## src/rtl/bus_script_player.sv

```systemverilog
// Scripted bus driver: holds the CPU in reset, then plays one script byte per clock on its data input.
// Optional address checking against per-step expectations is built when PLAYER_ADDR_CHECK_EN is defined.
module bus_script_player #(
    parameter int DATA_W       = 8,
    parameter int ADDR_W       = 16,
    parameter int DEPTH        = 32,
    parameter int RESET_CYCLES = 2
) (
    input  logic                       clk,
    input  logic                       nrst,
    input  logic                       load_en,
    input  logic [$clog2(DEPTH)-1:0]   load_idx,
    input  logic [DATA_W-1:0]          load_data,
    input  logic [ADDR_W-1:0]          load_addr,
    input  logic                       load_chk,
    input  logic [$clog2(DEPTH):0]     script_len,
    input  logic                       start,
    input  logic [ADDR_W-1:0]          addr_bus,
    output logic                       cpu_nrst,
    output logic [DATA_W-1:0]          data_out,
    output logic                       busy,
    output logic                       done,
    output logic [$clog2(DEPTH)-1:0]   step_idx,
    output logic [7:0]                 mismatch_cnt,
    output logic [$clog2(DEPTH)-1:0]   first_mis_idx
);

    localparam int IDX_W  = $clog2(DEPTH);
    localparam int LEN_W  = IDX_W + 1;
    localparam int HOLD_W = (RESET_CYCLES > 1) ? $clog2(RESET_CYCLES) : 1;

    typedef enum logic [1:0] {
        S_IDLE,
        S_RESET_HOLD,
        S_PLAY,
        S_DONE
    } state_t;

    state_t              r_state;
    logic                r_cpu_nrst;
    logic [DATA_W-1:0]   r_data_out;
    logic                r_busy;
    logic                r_done;
    logic [IDX_W-1:0]    r_step_idx;
    logic [7:0]          r_mis_cnt;
    logic [IDX_W-1:0]    r_first_mis;
    logic [LEN_W-1:0]    r_len;
    logic [HOLD_W-1:0]   r_hold_cnt;

    logic [DATA_W-1:0]   r_data_mem [DEPTH];

    logic                w_load_ok;
    logic                w_start_ok;
    logic                w_last;
    logic                w_mis;
    logic [IDX_W-1:0]    w_next_idx;
    logic [LEN_W-1:0]    w_clamped_len;

    // Loads are refused while a run is in progress so the script cannot change under playback.
    assign w_load_ok     = load_en && !r_busy;
    assign w_start_ok    = start && ((r_state == S_IDLE) || (r_state == S_DONE));
    assign w_next_idx    = r_step_idx + IDX_W'(1);
    assign w_last        = ({1'b0, r_step_idx} + LEN_W'(1)) == r_len;
    assign w_clamped_len = (script_len > LEN_W'(DEPTH)) ? LEN_W'(DEPTH) : script_len;

    // NOTE: script storage has no reset; it is plain RAM and keeps its contents across nrst.
    always_ff @(posedge clk) begin
        if (w_load_ok) begin
            r_data_mem[load_idx] <= load_data;
        end
    end

`ifdef PLAYER_ADDR_CHECK_EN
    logic [ADDR_W-1:0]   r_addr_mem [DEPTH];
    logic [DEPTH-1:0]    r_chk_mem;

    always_ff @(posedge clk) begin
        if (w_load_ok) begin
            r_addr_mem[load_idx] <= load_addr;
            r_chk_mem[load_idx]  <= load_chk;
        end
    end

    assign w_mis = (r_state == S_PLAY) && r_chk_mem[r_step_idx]
                   && (addr_bus != r_addr_mem[r_step_idx]);
`else
    logic w_unused_check_inputs;
    assign w_unused_check_inputs = ^{load_addr, load_chk, addr_bus};
    assign w_mis = 1'b0;
`endif

    // NOTE: all state and outputs are updated with non-blocking assignments in one clocked block.
    always_ff @(posedge clk or negedge nrst) begin
        if (!nrst) begin
            r_state     <= S_IDLE;
            r_cpu_nrst  <= 1'b0;
            r_data_out  <= '0;
            r_busy      <= 1'b0;
            r_done      <= 1'b0;
            r_step_idx  <= '0;
            r_mis_cnt   <= '0;
            r_first_mis <= '1;
            r_len       <= '0;
            r_hold_cnt  <= '0;
        end else begin
            case (r_state)
                S_IDLE, S_DONE: begin
                    if (w_start_ok) begin
                        r_state     <= S_RESET_HOLD;
                        r_len       <= w_clamped_len;
                        r_mis_cnt   <= '0;
                        r_first_mis <= '1;
                        r_hold_cnt  <= HOLD_W'(RESET_CYCLES - 1);
                        r_cpu_nrst  <= 1'b0;
                        r_data_out  <= '0;
                        r_busy      <= 1'b1;
                        r_done      <= 1'b0;
                    end
                end

                S_RESET_HOLD: begin
                    if (r_hold_cnt == '0) begin
                        r_cpu_nrst <= 1'b1;
                        if (r_len == '0) begin
                            r_state    <= S_DONE;
                            r_busy     <= 1'b0;
                            r_done     <= 1'b1;
                            r_data_out <= '0;
                        end else begin
                            // First byte is registered here so it is valid on the first CPU cycle.
                            r_state    <= S_PLAY;
                            r_step_idx <= '0;
                            r_data_out <= r_data_mem[0];
                        end
                    end else begin
                        r_hold_cnt <= r_hold_cnt - HOLD_W'(1);
                    end
                end

                S_PLAY: begin
                    if (w_mis) begin
                        if (r_mis_cnt != 8'hFF) begin
                            r_mis_cnt <= r_mis_cnt + 8'd1;
                        end
                        if (r_first_mis == '1) begin
                            r_first_mis <= r_step_idx;
                        end
                    end
                    if (w_last) begin
                        // step_idx is left on the final step rather than wrapping.
                        r_state    <= S_DONE;
                        r_busy     <= 1'b0;
                        r_done     <= 1'b1;
                        r_data_out <= '0;
                    end else begin
                        r_step_idx <= w_next_idx;
                        r_data_out <= r_data_mem[w_next_idx];
                    end
                end

                default: begin
                    r_state <= S_IDLE;
                end
            endcase
        end
    end

    assign cpu_nrst      = r_cpu_nrst;
    assign data_out      = r_data_out;
    assign busy          = r_busy;
    assign done          = r_done;
    assign step_idx      = r_step_idx;
    assign mismatch_cnt  = r_mis_cnt;
    assign first_mis_idx = r_first_mis;

endmodule

```

## config.mk

```make
export PLATFORM = sky130hd
export DESIGN_NAME = bus_script_player
export DESIGN_NICKNAME = d
export VERILOG_FILES = /design/src/rtl/bus_script_player.sv
export SDC_FILE = /design/constraint.sdc
export NUM_CORES = 1
export LEC_CHECK = 0
export ABC_AREA = 1
export CAP_MARGIN = 20
export CORE_MARGIN = 2
export CORE_UTILIZATION = 55
export DETAILED_ROUTE_END_ITERATION = 10
export PLACE_DENSITY = 0.76
export SKIP_LAST_GASP = 1
export SYNTH_ARGS = -nofsm -noshare
export SYNTH_HDL_FRONTEND = slang
export SYNTH_SLANG_ARGS = --single-unit
```

## constraint.sdc

```tcl
create_clock -name clk -period 3.4 [get_ports clk]
set_clock_uncertainty 0.2 [all_clocks]
set_input_delay 0.34 -clock clk [delete_from_list [all_inputs] [get_ports clk]]
set_output_delay 0.34 -clock clk [all_outputs]
set_load 0.05 [all_outputs]
```

Word level (Yosys, flattened, before mapping)
Memories as Yosys holds them, arrays and structs flattened.
Index checks and enable logic that the tools add are counted.
Word-level totals
  bits in registers: 25
  bits in latches: 0
  RAM bits: 256
  bits in read-only memories: 0
  input port bits: 56
  output and inout port bits: 29
  word-level logic and storage cells: 70
  memories kept: 1
Operators by class
  add/sub/neg operators: 3
  multipliers: 0
  divide/modulo/power cells: 0
  order comparisons: 1
  eq/ne operators: 10
  shift-type cells: 0
  multiplexer cells: 31
  bitwise logic cells: 0
  reduce and logical (&&, ||, !) cells: 16
Memories
  r_data_mem: depth 32, bits a word 8, rd ports 2, clocked after memory_dff 0, wr ports 1, RTL line 50  | logic [DATA_W-1:0] r_data_mem [DEPTH];
Operators by type and width (count)
  two-way mux 8 bit: 4
  one-hot mux 8 bit (3 select lines): 1
  two-way mux 5 bit: 3
  two-way mux 1 bit: 13
  != test 2 bit, second input constant: 6
  one-hot mux 5 bit (2 select lines): 1
  AND reduction 4 bit: 2
  adder 5 x 1 -> 6 bit, second input constant: 1
  == test 6 bit: 1
  greater-than comparator 6 bit, second input constant: 1
  zero test 6 bit: 1
  two-way mux 2 bit: 3
  two-way mux 6 bit: 1
  one-hot mux 1 bit (3 select lines): 2
  one-hot mux 2 bit (3 select lines): 1
  AND reduction 2 bit: 3
  AND reduction 3 bit: 2
  adder 5 x 1 -> 5 bit, second input constant: 1
  == test 2 bit, second input constant: 2
  one-hot mux 1 bit (2 select lines): 2
  nonzero test 2 bit: 2
  == test 2 x 1 -> 1 bit, second input constant: 1
  logical AND 1 bit: 2
  zero test 2 bit: 1
  other kinds (4): 4

Logic depth before layout (Yosys ltp)
  depth in word-level cells: 5
  depth in mapped cells: 14
  depth with buffers taken out: 14

Worst setup path before layout
Ideal clock, no wire load.
  path kind: register to register
  start: reg r_step_idx[1], in the netlist step_idx[1]
  end: reg r_data_out[2], in the netlist data_out[2]
  library setup time: 0.118 ns
  arrival time: 1.980 ns
  required time: 3.082 ns
  slack: 1.102 ns
  stages on the path, launching flop included: 14
  path buffers: 2
  period minus slack after synthesis: 2.298 ns
  cells stage by stage: dfrtp_1 ha_1 inv_1 buf_2 buf_2 nand3_1 nand3_1 nand3_1 nand2_1 nand2_1 nand3_1 nand2_1 nand2_1 nand2_1
On the way
  longest elaborated chain between the ends: 4
  elaborated cells between the ends (all ways): 6
  those cells by class: add/sub (2); eq/ne (1); mux (2); memory (1)
RTL lines
  from (decl): RTL line 44  | logic [IDX_W-1:0] r_step_idx;
  from (signal assigned): RTL line 156  | r_step_idx <= w_next_idx;
  adder 5 x 1 -> 5 bit / adder 5 x 1 -> 6 bit (equally long branches): RTL line 62, 63
  memory (32 x 8 bit) / == test 6 bit (equally long branches)
  two-way mux 8 bit (*): RTL line 149  | if (w_last) begin
  one-hot mux 8 bit (3 select lines) (*): RTL line 106  | case (r_state)
  to (signal assigned): RTL line 133  | r_data_out <= r_data_mem[0];
  to (signal assigned): RTL line 157  | r_data_out <= r_data_mem[w_next_idx];
  to (decl): RTL line 41  | logic [DATA_W-1:0] r_data_out;
Every way passes the cells marked *; elsewhere a longest branch is shown, timed or not.
A chain may end at the register's enable or synchronous reset.

Final worst setup path
  start: reg r_step_idx[0], in the netlist step_idx[0]
  end: reg r_data_out[3], in the netlist data_out[3]
The elaborated chain is that of the path after synthesis.

==> flow_metrics.env <==
export IMPL_numCtsBuffers=28
export IMPL_clock_path_buffers=3
export IMPL_critPathLaunchType="flop"
export IMPL_power_leakage_uw=0.005201
export IMPL_reg2reg_setup_slack_ps=640
export IMPL_cts_post_setup_buffers_inserted=0
export IMPL_worst_setup_hold_path_clk_slew_ps=70
export IMPL_ant_nets=0
export IMPL_drt_first_iter_violations=1041
export IMPL_place_detailed_hpwl_um=16270
export IMPL_final_critical_path_setup_slack_ps=644.2
export IMPL_cp_data_required_time_ps=3630
export IMPL_synthesis_instances=1088
export IMPL_wire_length_of_the_first_global_routing_pass_um=43010
export IMPL_critPathCaptureType="flop"
export IMPL_whs_endpoint="r_len[3]"
export IMPL_pre_cts_slack_ps=681.9
export IMPL_floorplan_io_pins=85
export IMPL_post_route_cells_drive_above_1_share_pct=9.847
export IMPL_fillers=1519
export IMPL_syn_area_sq_um=11950
export IMPL_layout_nets=1215
export IMPL_timing_critical_path_slowest_stage_cell="sky130_fd_sc_hd__ha_2"
export IMPL_count_of_clock_tree_sinks=281
export IMPL_slew_limit_headroom_pct=32.21
export IMPL_floorplan_die_width_um=151.4
export IMPL_cts_htree_levels=1
export IMPL_clkLatencyLatePin_ps=540
export IMPL_critical_path_max_stage_delay_ps=650
export IMPL_critical_path_arrival_ps=2980
export IMPL_syn_area_per_cell_sq_um=10.98
export IMPL_ordered_list_of_cells_on_the_worst_path="ha_2 -> buf_12 -> nand3_1 -> nand3_1 -> nand3_1 -> nand2_1 -> nand2_1 -> nand3_1 -> nand2_1 -> nand2_1 -> nand2_1"
export IMPL_floorplan_initialDensity_pct=56.49
export IMPL_hold_viol=0
export IMPL_drt_total_wl_um=27780
export IMPL_drc_errors=0
export IMPL_grt_pass1_vias=8059
export IMPL_timing_fmax_ghz=0.3629
export IMPL_crit_path_frequent_cell="sky130_fd_sc_hd__nand2_1"
export IMPL_final_period_utilization_pct=81.05
export IMPL_setup_total_negative_slack_ps=0
export IMPL_routed_via_count=8327
export IMPL_worst_margin_pin_slew_ps=1017
export IMPL_final_util_pct=64.77
export IMPL_tritoncts_clock_tree="built"
export IMPL_worst_hold_path_num_cells=3
export IMPL_synth_seq_cells=281
export IMPL_setup_violations=0
export IMPL_global_route_usage_total_pct=24.97
export IMPL_synthDominantAreaCellType="sky130_fd_sc_hd__edfxtp_1"
export IMPL_grt_ovfl_total=0
export IMPL_dieArea_sq_um=22920
export IMPL_p_per_area_nw_per_um2=703.5
export IMPL_placeableCoreArea_sq_um=21150
export IMPL_wl_per_cell_um=19.12
export IMPL_grt_antenna_before_repair=0
export IMPL_hold_slack_ps=205.0
export IMPL_seq_area_frac_synth_pct=69.56
export IMPL_vias_per_cell=5.731
export IMPL_clockRootBuffer="sky130_fd_sc_hd__clkbuf_16"
export IMPL_worst_r2r_endpoint="data_out[3]"
export IMPL_holdCritStartpoint="script_len[3]"
export IMPL_worstSetupPathType="reg2reg"
export IMPL_synth_distinct_cells=29
export IMPL_synth_top_cells_by_area="sky130_fd_sc_hd__edfxtp_1 64%, sky130_fd_sc_hd__nand2_1 11%, sky130_fd_sc_hd__nand3_1 11%"
export IMPL_max_vdd_ir_drop_mv=0.3607
export IMPL_grt_start_max_net_pins=96
export IMPL_max_cap_violations=0
export IMPL_drt_pre_antenna_iters=5
export IMPL_cts_resized=0
export IMPL_antenna_cells_inserted=0
export IMPL_worst_hold_path_type="in2reg"
export IMPL_row_count=53
export IMPL_multi_input_comb_area_sq_um=3133
export IMPL_worstRegToRegCells=11
export IMPL_io_buffers=38
export IMPL_layout_area_overhead_pct=14.66
export IMPL_final_seq_area_sq_um=8317
export IMPL_maxSlewViolCount=0
export IMPL_post_cts_hold_buffer_count=0
export IMPL_timing_rr_start="step_idx[0]"
export IMPL_outcome="complete, no violations"
export IMPL_layout_min_cycle_time_ps=2756
export IMPL_critPathMaxFanout=44
export IMPL_synth_top_cell_area_share_pct=64.33
export IMPL_total_power_uw=9640
export IMPL_number_of_warning_messages_in_the_yosys_log=0
export IMPL_globalplace_congestion=0.8552
export IMPL_die_y_um=151.4
export IMPL_grt_setup_unrepaired="no"
cells in the final DEF (no fill, tap or decap), types with 3 or more instances in the layout:
cell type	n
sky130_fd_sc_hd__buf_4	51
sky130_fd_sc_hd__clkinv_1	9
sky130_fd_sc_hd__clkinv_2	7
sky130_fd_sc_hd__clkdlybuf4s50_1	38
sky130_fd_sc_hd__conb_1	13
sky130_fd_sc_hd__nand2_1	365
sky130_fd_sc_hd__inv_1	29
sky130_fd_sc_hd__dfrtp_1	24
sky130_fd_sc_hd__buf_12	3
sky130_fd_sc_hd__edfxtp_1	256
sky130_fd_sc_hd__o21ai_0	9
sky130_fd_sc_hd__clkinvlp_4	3
sky130_fd_sc_hd__inv_2	4
sky130_fd_sc_hd__o21ai_1	9
sky130_fd_sc_hd__nor2_1	43
sky130_fd_sc_hd__nand2_2	5
sky130_fd_sc_hd__clkbuf_16	29
sky130_fd_sc_hd__nand3_1	255
sky130_fd_sc_hd__bufinv_16	3
where the power goes:
part,total [uW],switching (uW),internal [uW]
sequential,4000,85.8,3910
clock,3040,1270,1780
combinational,2600,1820,780
synth_stat cells, drive strengths merged:
| master | n |
|---|---|
| a21oi | 3 |
| buf | 63 |
| clkbuf | 4 |
| clkinv | 1 |
| conb | 2 |
| dfrtp | 25 |
| edfxtp | 256 |
| ha | 3 |
| inv | 34 |
| nand2 | 371 |
| nand3 | 255 |
| nand4 | 3 |
| nor2 | 46 |
| nor3 | 1 |
| o21ai | 19 |
| o22ai | 1 |
| or4 | 1 |
registers in the layout, summed over array words and instances, names as in the netlist:
name	count
done	1
busy	1
step_idx	5
cpu_nrst	1
r_len	6
r_hold_cnt	1
data_out	8
r_data_mem	256
r_state	2
layout make-up:
class | count | area share, %
well taps | 275 | 2.511
multi-input cells | 716 | 22.87
clock buffers | 31 | 5.351
flip-flops and latches | 281 | 60.70
clock inverters | 21 | 1.324
inverters | 35 | 0.9679
repair buffers | 94 | 6.283
cells by family after synthesis:
kind of cell               after synthesis  share of synthesized area, %
and+or+nand+nor                        677                         24.44
adders and majority gates                3                        0.3141
AOI/OAI and AO/OA                       23                         1.037
buffers and inverters                  102                         4.586
DFF                                    281                         69.56
other                                    2                       0.06284
worst max-delay path, delay by kind of cell, from the launching register on:
family | cells | cell delay [ps]
fa+ha+maj | 1 | 650
buf+inv | 1 | 290
flops | 1 | 540
simple gates | 9 | 930
worst max-delay path by stage:
| stage | startpoint | to | cells after the start |
|---|---|---|---|
| finish | step_idx[0] | data_out[3] | 11 |
| global route | step_idx[0] | data_out[4] | 11 |
| CTS | step_idx[0] | data_out[3] | 11 |
| detailed placement | load_en | r_data_mem[18][5] | 6 |
| global placement | step_idx[0] | data_out[3] | 11 |
| floorplan | step_idx[1] | data_out[2] | 13 |
routing by layer:
| layer | wire (um) | vias to the layer above | global-route usage [%] |
|---|---|---|---|
| li1 | - | 3874 | - |
| met1 | 11170 | 3952 | 34.09 |
| met2 | 13380 | 427 | 41.09 |
| met3 | 2312 | 74 | 3.434 |
| met4 | 915 | 0 | 9.673 |
| met5 | 0 | - | 0 |
through the flow:
step	instances	cell area [sq um]
2_1_floorplan	1099	11990
3_3_place_gp	1399	12750
3_5_place_dp	1399	12750
4_1_cts	1451	13660
5_1_grt	1453	13700
6_report	1453	13700
(Power assumes the default switching activity.)
